`src/rtl/mips_pkg.sv`:
```
`default_nettype none
// ============================================================================
// Module   : mips_pkg
// Purpose  : Shared constants and the write-back queue entry format used by
//            the register-file write-back arbiter.
// Revision : 1.0 - initial release
// ============================================================================
package mips_pkg;

  localparam int REG_AW   = 5;
  localparam int DATA_W   = 32;
  localparam int REG_ZERO = 0;

  // One queued LSU write-back: destination, payload, and a flag set when a
  // younger ALU write to the same register has made this result stale.
  typedef struct packed {
    logic [REG_AW-1:0] rd;
    logic [DATA_W-1:0] data;
    logic              kill;
  } wb_entry_t;

endpackage : mips_pkg
`default_nettype wire

```
`src/rtl/wb_fifo.sv`:
```
`default_nettype none
// ============================================================================
// Module   : wb_fifo
// Purpose  : DEPTH-entry in-order circular buffer of LSU write-backs with an
//            occupancy count and a per-entry kill-match port. Every valid
//            entry whose destination equals match_reg_i is marked killed when
//            match_en_i is high, including an entry pushed in the same cycle.
// Revision : 1.0 - initial release
// ============================================================================
module wb_fifo #(
  parameter int DEPTH = 4,
  parameter int AW    = 5,
  parameter int DW    = 32
) (
  input  logic                   clk,
  input  logic                   rst,
  input  logic                   push_i,
  input  logic [AW-1:0]          push_reg_i,
  input  logic [DW-1:0]          push_data_i,
  input  logic                   pop_i,
  input  logic                   match_en_i,
  input  logic [AW-1:0]          match_reg_i,
  output logic [AW-1:0]          head_reg_o,
  output logic [DW-1:0]          head_data_o,
  output logic                   head_kill_o,
  output logic [$clog2(DEPTH):0] count_o,
  output logic                   empty_o,
  output logic                   full_o
);

  localparam int PW = $clog2(DEPTH);
  localparam int CW = $clog2(DEPTH) + 1;

  logic [AW-1:0]    reg_q  [DEPTH];
  logic [DW-1:0]    data_q [DEPTH];
  logic [DEPTH-1:0] valid_q;
  logic [DEPTH-1:0] kill_q;
  logic [PW-1:0]    wr_ptr_q;
  logic [PW-1:0]    rd_ptr_q;
  logic [CW-1:0]    count_q;

  logic [DEPTH-1:0] hit;
  logic             push_kill;

  // Per-entry WAW match against the ALU destination of this cycle.
  for (genvar i = 0; i < DEPTH; i++) begin : g_match
    assign hit[i] = match_en_i && valid_q[i] && (reg_q[i] == match_reg_i);
  end

  // The LSU result being pushed is older than a same-cycle ALU result.
  assign push_kill = match_en_i && (push_reg_i == match_reg_i);

  // Control state: pointers, occupancy, per-entry valid and kill flags.
  always_ff @(posedge clk) begin
    if (rst) begin
      wr_ptr_q <= '0;
      rd_ptr_q <= '0;
      count_q  <= '0;
      valid_q  <= '0;
      kill_q   <= '0;
    end else begin
      kill_q <= kill_q | hit;
      if (pop_i) begin
        valid_q[rd_ptr_q] <= 1'b0;
        rd_ptr_q          <= rd_ptr_q + PW'(1);
      end
      if (push_i) begin
        valid_q[wr_ptr_q] <= 1'b1;
        kill_q[wr_ptr_q]  <= push_kill;
        wr_ptr_q          <= wr_ptr_q + PW'(1);
      end
      case ({push_i, pop_i})
        2'b10:   count_q <= count_q + CW'(1);
        2'b01:   count_q <= count_q - CW'(1);
        default: count_q <= count_q;
      endcase
    end
  end

  // Payload storage; contents are qualified by valid_q so no reset needed.
  always_ff @(posedge clk) begin
    if (push_i) begin
      reg_q[wr_ptr_q]  <= push_reg_i;
      data_q[wr_ptr_q] <= push_data_i;
    end
  end

  assign head_reg_o  = reg_q[rd_ptr_q];
  assign head_data_o = data_q[rd_ptr_q];
  assign head_kill_o = kill_q[rd_ptr_q];
  assign count_o     = count_q;
  assign empty_o     = (count_q == '0);
  assign full_o      = (count_q == CW'(DEPTH));

endmodule : wb_fifo
`default_nettype wire

```
`src/rtl/reg_wb_arbiter.sv`:
```
`default_nettype none
// ============================================================================
// Module   : reg_wb_arbiter
// Purpose  : Register-file write-back arbiter. ALU results win every cycle
//            they are present; LSU results queue in wb_fifo and drain on
//            ALU-idle cycles. Writes to register 0 and stale (killed) LSU
//            results still take their slot but never raise we.
// Revision : 1.0 - initial release
// ============================================================================
module reg_wb_arbiter
  import mips_pkg::*;
#(
  parameter int DEPTH = 4,
  parameter int AW    = REG_AW,
  parameter int DW    = DATA_W
) (
  input  logic                   clk,
  input  logic                   rst,
  input  logic                   alu_valid,
  input  logic [AW-1:0]          alu_reg,
  input  logic [DW-1:0]          alu_data,
  input  logic                   lsu_valid,
  output logic                   lsu_ready,
  input  logic [AW-1:0]          lsu_reg,
  input  logic [DW-1:0]          lsu_data,
  output logic                   we,
  output logic [AW-1:0]          reg_w,
  output logic [DW-1:0]          bus_w,
  output logic [$clog2(DEPTH):0] fifo_count
);

  logic          fifo_push;
  logic          fifo_pop;
  logic          fifo_empty;
  logic          fifo_full;
  logic [AW-1:0] head_reg;
  logic [DW-1:0] head_data;
  logic          head_kill;
  logic          alu_nonzero;

  logic          we_q,    we_d;
  logic [AW-1:0] reg_w_q, reg_w_d;
  logic [DW-1:0] bus_w_q, bus_w_d;

  // Full blocks a push even when a pop frees a slot in the same cycle.
  assign lsu_ready   = !rst && !fifo_full;
  assign fifo_push   = lsu_valid && lsu_ready;
  assign fifo_pop    = !alu_valid && !fifo_empty;
  assign alu_nonzero = (alu_reg != AW'(REG_ZERO));

  wb_fifo #(
    .DEPTH (DEPTH),
    .AW    (AW),
    .DW    (DW)
  ) u_fifo (
    .clk         (clk),
    .rst         (rst),
    .push_i      (fifo_push),
    .push_reg_i  (lsu_reg),
    .push_data_i (lsu_data),
    .pop_i       (fifo_pop),
    .match_en_i  (alu_valid && alu_nonzero),
    .match_reg_i (alu_reg),
    .head_reg_o  (head_reg),
    .head_data_o (head_data),
    .head_kill_o (head_kill),
    .count_o     (fifo_count),
    .empty_o     (fifo_empty),
    .full_o      (fifo_full)
  );

  // Source selection: ALU first, then FIFO head, otherwise idle and hold.
  always_comb begin
    we_d    = 1'b0;
    reg_w_d = reg_w_q;
    bus_w_d = bus_w_q;
    if (alu_valid) begin
      we_d    = alu_nonzero;
      reg_w_d = alu_reg;
      bus_w_d = alu_data;
    end else if (!fifo_empty) begin
      we_d    = (head_reg != AW'(REG_ZERO)) && !head_kill;
      reg_w_d = head_reg;
      bus_w_d = head_data;
    end
  end

  // Registered write port toward the register file.
  always_ff @(posedge clk) begin
    if (rst) begin
      we_q    <= 1'b0;
      reg_w_q <= '0;
      bus_w_q <= '0;
    end else begin
      we_q    <= we_d;
      reg_w_q <= reg_w_d;
      bus_w_q <= bus_w_d;
    end
  end

  assign we    = we_q;
  assign reg_w = reg_w_q;
  assign bus_w = bus_w_q;

endmodule : reg_wb_arbiter
`default_nettype wire

```
`config.mk`:
```
export PLATFORM = sky130hd
export DESIGN_NAME = reg_wb_arbiter
export DESIGN_NICKNAME = d
export VERILOG_FILES = /design/src/rtl/mips_pkg.sv /design/src/rtl/wb_fifo.sv /design/src/rtl/reg_wb_arbiter.sv
export SDC_FILE = /design/constraint.sdc
export NUM_CORES = 1
export LEC_CHECK = 0
export CAP_MARGIN = 20
export CORE_ASPECT_RATIO = 0.5
export CORE_UTILIZATION = 35
export DETAILED_ROUTE_END_ITERATION = 10
export GPL_TIMING_DRIVEN = 0
export PLACE_DENSITY = 0.54
export SYNTH_ARGS = -nofsm -noshare
export SYNTH_HDL_FRONTEND = slang
export SYNTH_HIERARCHICAL = 1
export SYNTH_SLANG_ARGS = --single-unit
```
`constraint.sdc`:
```
create_clock -name clk -period 2.4 [get_ports clk]
set_input_delay 0.72 -clock clk [delete_from_list [all_inputs] [get_ports clk]]
set_output_delay 0.72 -clock clk [all_outputs]
set_load 0.02 [all_outputs]
```
Word-level counts from Yosys, hierarchy flattened
Memories as Yosys holds them, arrays and structs flattened. A register that Yosys moved wholly into a read port is not among the register bits.
Cells that the tools add are included.
{ "totals": {"ff_bits": 53, "out_inout_bits": 42, "ram_bits": 148, "n_memories": 2, "wordCells": 80, "in_bits": 78} }
{ "op_classes": {"reduce_logical": 25, "n_eq_ne": 9, "mux": 24, "n_lt_le_gt_ge": 4, "addsub": 4, "n_bitwise": 4} }
{ "mem_list": {"columns": ["memory", "depth", "word_bits", "read_ports", "rd_ports_with_merged_regs", "wr", "line", "text"], "rows": [
  ["u_fifo.data_q", 4, 32, 1, 1, 1, "wb_fifo.sv:35", "logic [DW-1:0] data_q [DEPTH];"],
  ["u_fifo.reg_q", 4, 5, 5, 1, 1, "wb_fifo.sv:34", "logic [AW-1:0] reg_q [DEPTH];"]
]} }
{ "ops": {"columns": ["op", "count"], "rows": [
  ["2-to-1 mux 32 bit", 2],
  ["== test 5 bit", 5],
  ["logical AND 1 bit", 16],
  ["2-to-1 mux 4 bit", 4],
  ["2-to-1 mux 5 bit", 2],
  ["nonzero test 5 bit", 2],
  ["2-to-1 mux 2 bit", 4],
  ["bitwise OR 4 bit", 2],
  ["2-to-1 mux 1 bit", 7],
  ["less-than comparator 2 x 3 -> 1 bit (second input constant)", 2],
  ["one-hot mux 3 bit (2 select lines)", 1],
  ["zero test 1 bit", 5],
  ["adder 2 x 1 -> 2 bit (second input constant)", 2],
  ["bitwise AND 4 bit", 1],
  ["bitwise mux 4 bit", 1],
  ["demux 1 bit (select 2 bit)", 2],
  [">= comparator 2 x 1 -> 1 bit (second input constant)", 2],
  ["NOT 4 bit", 1],
  ["adder 3 x 1 -> 3 bit (second input constant)", 1],
  ["== test 3 bit (second input constant)", 1],
  ["zero test 3 bit", 1],
  ["subtractor 3 x 1 -> 3 bit (second input constant)", 1],
  ["binary-select mux 1 bit (select 2 bit)", 1],
  ["== test 2 x 1 -> 1 bit (second input constant)", 1],
  ["3 further kinds", 3]
]} }

Depth between registers and ports, before layout
{ "logic_depth": {"ltp_word": 10, "mapped_depth": 12} }

Cells and area by module
Netlist, hierarchy kept.
{ "modules_own_cells": {"columns": ["module", "n_inst", "area_per_inst_um2", "seq_area_each_um2", "cells_per_inst"], "rows": [
  ["wb_fifo", 1, 6537.5, 4784.6, 325],
  ["reg_wb_arbiter", 1, 1840.5, 760.7, 172]
]} }

Worst setup path before layout
No wires, ideal clock.
{ "synth_timing": {"path_type": "reg2reg", "startpoint": "register u_fifo.count_q[0], in the netlist u_fifo/count_o[0]", "endpoint": "memory u_fifo.data_q[0][0] (enable)", "n_path_buf": 1, "t_arrival_ns": 2.391, "path_stages_with_launch": 8, "setup_slack_ns": -0.383, "setup_time_ns": 0.391, "t_required_ns": 2.009, "cell_sequence": "dfxtp_1 inv_1 and3_1 nor2_1 and2_1 clkbuf_1 nand2_1 inv_1"} }
{ "synth_between": {"elab_chain_cells": 6} }
{ "synth_rtl": {"columns": ["element", "line", "text"], "rows": [
  ["start, declared", "wb_fifo.sv:40", "logic [CW-1:0] count_q;"],
  ["start signal, assigned", "wb_fifo.sv:73", "2'b10: count_q <= count_q + CW'(1);"],
  ["start signal, assigned", "wb_fifo.sv:74", "2'b01: count_q <= count_q - CW'(1);"],
  ["start signal, assigned", "wb_fifo.sv:75", "default: count_q <= count_q;"],
  ["== test 3 bit", "wb_fifo.sv:93", "assign full_o = (count_q == CW'(DEPTH));"],
  ["named net fifo_full", "reg_wb_arbiter.sv:35", "logic fifo_full;"],
  ["zero test 1 bit", "reg_wb_arbiter.sv:46", "assign lsu_ready = !rst && !fifo_full;"],
  ["logical AND 1 bit", "reg_wb_arbiter.sv:46", null],
  ["named net lsu_ready", "reg_wb_arbiter.sv:23", "output logic lsu_ready,"],
  ["logical AND 1 bit", "reg_wb_arbiter.sv:47", "assign fifo_push = lsu_valid && lsu_ready;"],
  ["named net fifo_push", "reg_wb_arbiter.sv:32", "logic fifo_push;"],
  ["2-to-1 mux 1 bit", "wb_fifo.sv:82", "if (push_i) begin"],
  ["2-to-1 mux 1 bit (not written as such)", "wb_fifo.sv:84", "data_q[wr_ptr_q] <= push_data_i;"],
  ["end, declared", "wb_fifo.sv:35", null]
]} }
The timed path passes the listed nets, and every way through them passes these cells.

Worst setup path after layout
{ "layout_timing": {"startpoint": "register u_fifo.count_q[0], in the netlist u_fifo/count_o[0]", "endpoint": "output port lsu_ready"} }
{ "layout_between": {"elab_chain_cells": 3} }
{ "layout_rtl": {"columns": ["element", "line"], "rows": [
  ["== test 3 bit", "wb_fifo.sv:93"],
  ["named net fifo_full", "reg_wb_arbiter.sv:35"],
  ["zero test 1 bit", "reg_wb_arbiter.sv:46"],
  ["logical AND 1 bit", "reg_wb_arbiter.sv:46"],
  ["end, declared", "reg_wb_arbiter.sv:23"]
]} }
The timed path passes the listed nets, and every way through them passes these cells.

==> flow_metrics.py <==
metrics = {
    "cts": {
        "cts_tree": "built",
        "clk_latency_ns": 0.49,
        "cts_buffers": 20,
        "cts_buffer_depth": 3,
        "path_clk_slew_ns": 0.06,
        "htree_levels": 1,
        "cts_sinks": 203,
        "root_buffer": "clkbuf_16",
    },
    "layout": {
        "layout-drive-gt1-share_pct": 23.87,
        "area_growth_pct": 29.08,
        "nets": 740,
    },
    "run_status": {
        "violations": "DRC",
        "status": "complete, but fails checks",
    },
    "floorplan": {
        "num_io_pins": 120,
        "die_height_um": 111.4,
        "fp.dieW_um": 220.8,
        "core_area_um2": 23130,
        "rows": 39,
        "floorplan.initialDensity_pct": 36.22,
        "dieArea_um2": 24600,
    },
    "critical_path": {
        "crit_chain": "inv_1 -> and3_1 -> nor2_2 -> dlygate4sd2_1",
        "critical_path_required_ns": 1.68,
        "path_class": "flop to output port",
        "cp-end-kind": "output port",
        "slowest_stage": "dfxtp_2",
        "cp_slowest_stage_delay_ns": 0.39,
        "startpoint_type": "flop",
        "cp.arrival_ns": 1.57,
        "cp_max_fo": 4,
    },
    "synthesis": {
        "synth_seq_area_share_pct": 66.19,
        "yosysUniqueCellTypes": 33,
        "ys.flop_type": "edfxtp_1",
        "syn_area_um2": 8378,
        "synth_edf_count": 148,
        "syn_inst": 497,
        "synth_seq_cells": 203,
        "syn-num-nets": 585,
        "async_reset_ff_share_pct": 0,
        "avgSynthCellArea_um2": 16.86,
        "yosysWarnings": 6,
    },
    "global_route": {
        "grt_max_degree": 20,
        "grt_usage_pct": 16.25,
        "grt_pass1_wl_um": 30080,
        "antenna_found_initial": 1,
        "grt_pass1_vias": 4921,
        "overflow": 0,
    },
    "sta": {
        "maxSlewHeadroom_pct": 49.21,
        "fmaxAchievable_mhz": 436.3,
        "finalCriticalPeriod_ns": 2.292,
        "finalHoldViolations": 0,
        "timing.setup.tns_ns": 0,
        "tightest_slew_ns": 0.7619,
        "finalSetupViolations": 0,
        "period_share_pct": 95.49,
        "slew_viol_final": 0,
        "fin_worst_skew_ns": 0.008362,
    },
    "power": {
        "peakVddDrop_uv": 518.6,
        "powerDensity_nw_per_um2": 972.9,
        "p_leak_nw": 3.781,
        "power_mw": 10.52,
    },
    "hold_path": {
        "hold_path.class": "flop to flop",
    },
    "drt": {
        "wl_per_cell_um": 20.27,
        "drtIter0Drc": 377,
        "dr_wl_met3_um": 713,
        "wl_um": 19740,
        "ant_nets": 0,
        "wl_met2_um": 9587,
        "wl_met1_um": 9029,
        "vias_per_cell": 4.837,
        "drc": 4,
        "topRoutingLayerUsed": "met4",
        "vias": 4711,
        "firstDrtPassIters": 7,
    },
    "placed_design": {
        "numPortBuffers": 118,
        "dp_hpwl_um": 12380,
        "place_congestion": 0.7808,
    },
    "flow_run": {
        "cap_viol_max_count": 0,
    },
}
-- critical path, delay by kind of cell (launching register included) --
kind,cells,cell delay (ns)
buffers and inverters,2,0.43
DFF,1,0.39
and+or+nand+nor,2,0.28
-- synth_stat cells, types with 2 or more instances --
library cell  count  area share, %
ha_1              9            1.3
nand3_1           4           0.24
a21oi_1           7           0.42
clkbuf_1         10           0.45
nor4b_1           4           0.42
dfxtp_1          55             13
mux4_2           38             10
xor2_1           23            2.4
buf_2             9           0.54
xnor2_2           4           0.78
nor2_1           47            2.1
inv_1            13           0.58
buf_6             6           0.81
edfxtp_1        148             53
nand2_1          12           0.54
buf_4             4           0.36
nor3_1            6           0.36
mux2i_1          39            4.7
xnor2_1           2           0.21
o211ai_2          4           0.60
mux2_4            8            1.4
or4_1             2           0.18
nand3b_1          4           0.36
mux2_2           29            3.9
o21ai_0           2           0.12
-- registers in the layout, summed over array words and instances (netlist names), named ones only --
name and cells:
u_fifo/data_q 128, bus_w 32, u_fifo/reg_q 20, reg_w 5
u_fifo/kill_q 4, u_fifo/valid_q 4, u_fifo/count_o 3, u_fifo/rd_ptr_q 2
u_fifo/wr_ptr_q 2, we 1
-- path summary, 6_finish.rpt --
check / startpoint / cells past startpoint / slack, ns / endpoint
worst min register to register: u_fifo/valid_q[3] / 2 / 0.47 / u_fifo/valid_q[3]
worst max-delay path: u_fifo/count_o[0] / 4 / 0.11 / lsu_ready
worst max register to register: flop / 5 / 0.11 / we
worst min-delay path: u_fifo/valid_q[3] / 2 / 0.47 / u_fifo/valid_q[3]
-- per-layer routing --
| layer | up-vias | GRT usage [%] |
|---|---|---|
| met5 | - | 0 |
| met4 | 0 | 3.869 |
| met3 | 29 | 2.798 |
| met2 | 77 | 27.00 |
| met1 | 2422 | 22.33 |
| li1 | 2183 | - |
-- layout by cell type (no fill, tap or decap), types with 3 or more instances in the layout --
cell type / count
a21oi_1: 7
buf_12: 4
buf_2: 9
buf_4: 10
buf_6: 6
buf_8: 3
clkbuf_1: 17
clkbuf_16: 21
clkdlybuf4s50_1: 116
clkinvlp_4: 8
dfxtp_1: 51
dfxtp_2: 4
edfxtp_1: 148
ha_1: 9
inv_1: 8
mux2_2: 29
mux2_4: 8
mux2i_1: 39
mux4_2: 38
nand2_1: 12
nand3_1: 4
nand3b_1: 4
nor2_1: 45
nor3_1: 5
nor4b_1: 4
o211ai_2: 4
xnor2_2: 4
xor2_1: 23
-- per-stage QoR --
| stage | std cells | cell area (um2) | hold slack, ns | worst slack [ns] | utilization, % |
|---|---|---|---|---|---|
| floorplan | 497 | 8398 | 0.4305 | 0.01790 | - |
| global route | 973 | 10810 | 0.5001 | -0.03998 | 46.74 |
| CTS | 974 | 10790 | 0.4660 | 0.03071 | 46.64 |
| detailed placement | 922 | 9963 | 0.4503 | -1.282 | 43.08 |
| global placement | 922 | 9963 | 0.4587 | -1.242 | 43.08 |
| finish | 974 | 10810 | 0.4746 | 0.1082 | 46.75 |
-- cell type report --
class	count	area, um2
timing repair inverter	4	30.03
multi-input combinational	252	2623
antenna	1	2.502
inverter	13	63.81
fill	2037	12320
buffer	27	195.2
sequential	203	5550
clock buffer	30	559.3
tap	307	384.1
timing repair buffer	131	1329
clock inverter	6	77.57
-- logic make-up after synthesis --
| family | count (synthesis) | share of synthesized area, % |
|---|---|---|
| xor gates and xnor gates | 29 | 3.390 |
| and+or+nand+nor | 85 | 4.704 |
| buffers and inverters | 42 | 2.733 |
| DFF | 203 | 66.19 |
| muxes | 114 | 20.21 |
| adders and majority gates | 10 | 1.583 |
| AOI/OAI and AO/OA | 14 | 1.195 |
-- what timing repair did --
| item | CTS | global route |
|---|---|---|
| pin swaps | 0 | 0 |
| hold buffers | 0 | 0 |
| setup buffers | 13 | 0 |
| resized for setup | 12 | 11 |
| gates cloned | 4 | 0 |
| setup endpoints to repair | 155 | 2 |
-- power breakdown --
| group | internal, mW | switching, mW |
|---|---|---|
| registers | 4.05 | 0.165 |
| clock network | 1.83 | 1.26 |
| logic | 1.74 | 1.48 |
| total | 7.62 | 2.90 |
No activity file was read; power rests on OpenSTA's default activity.
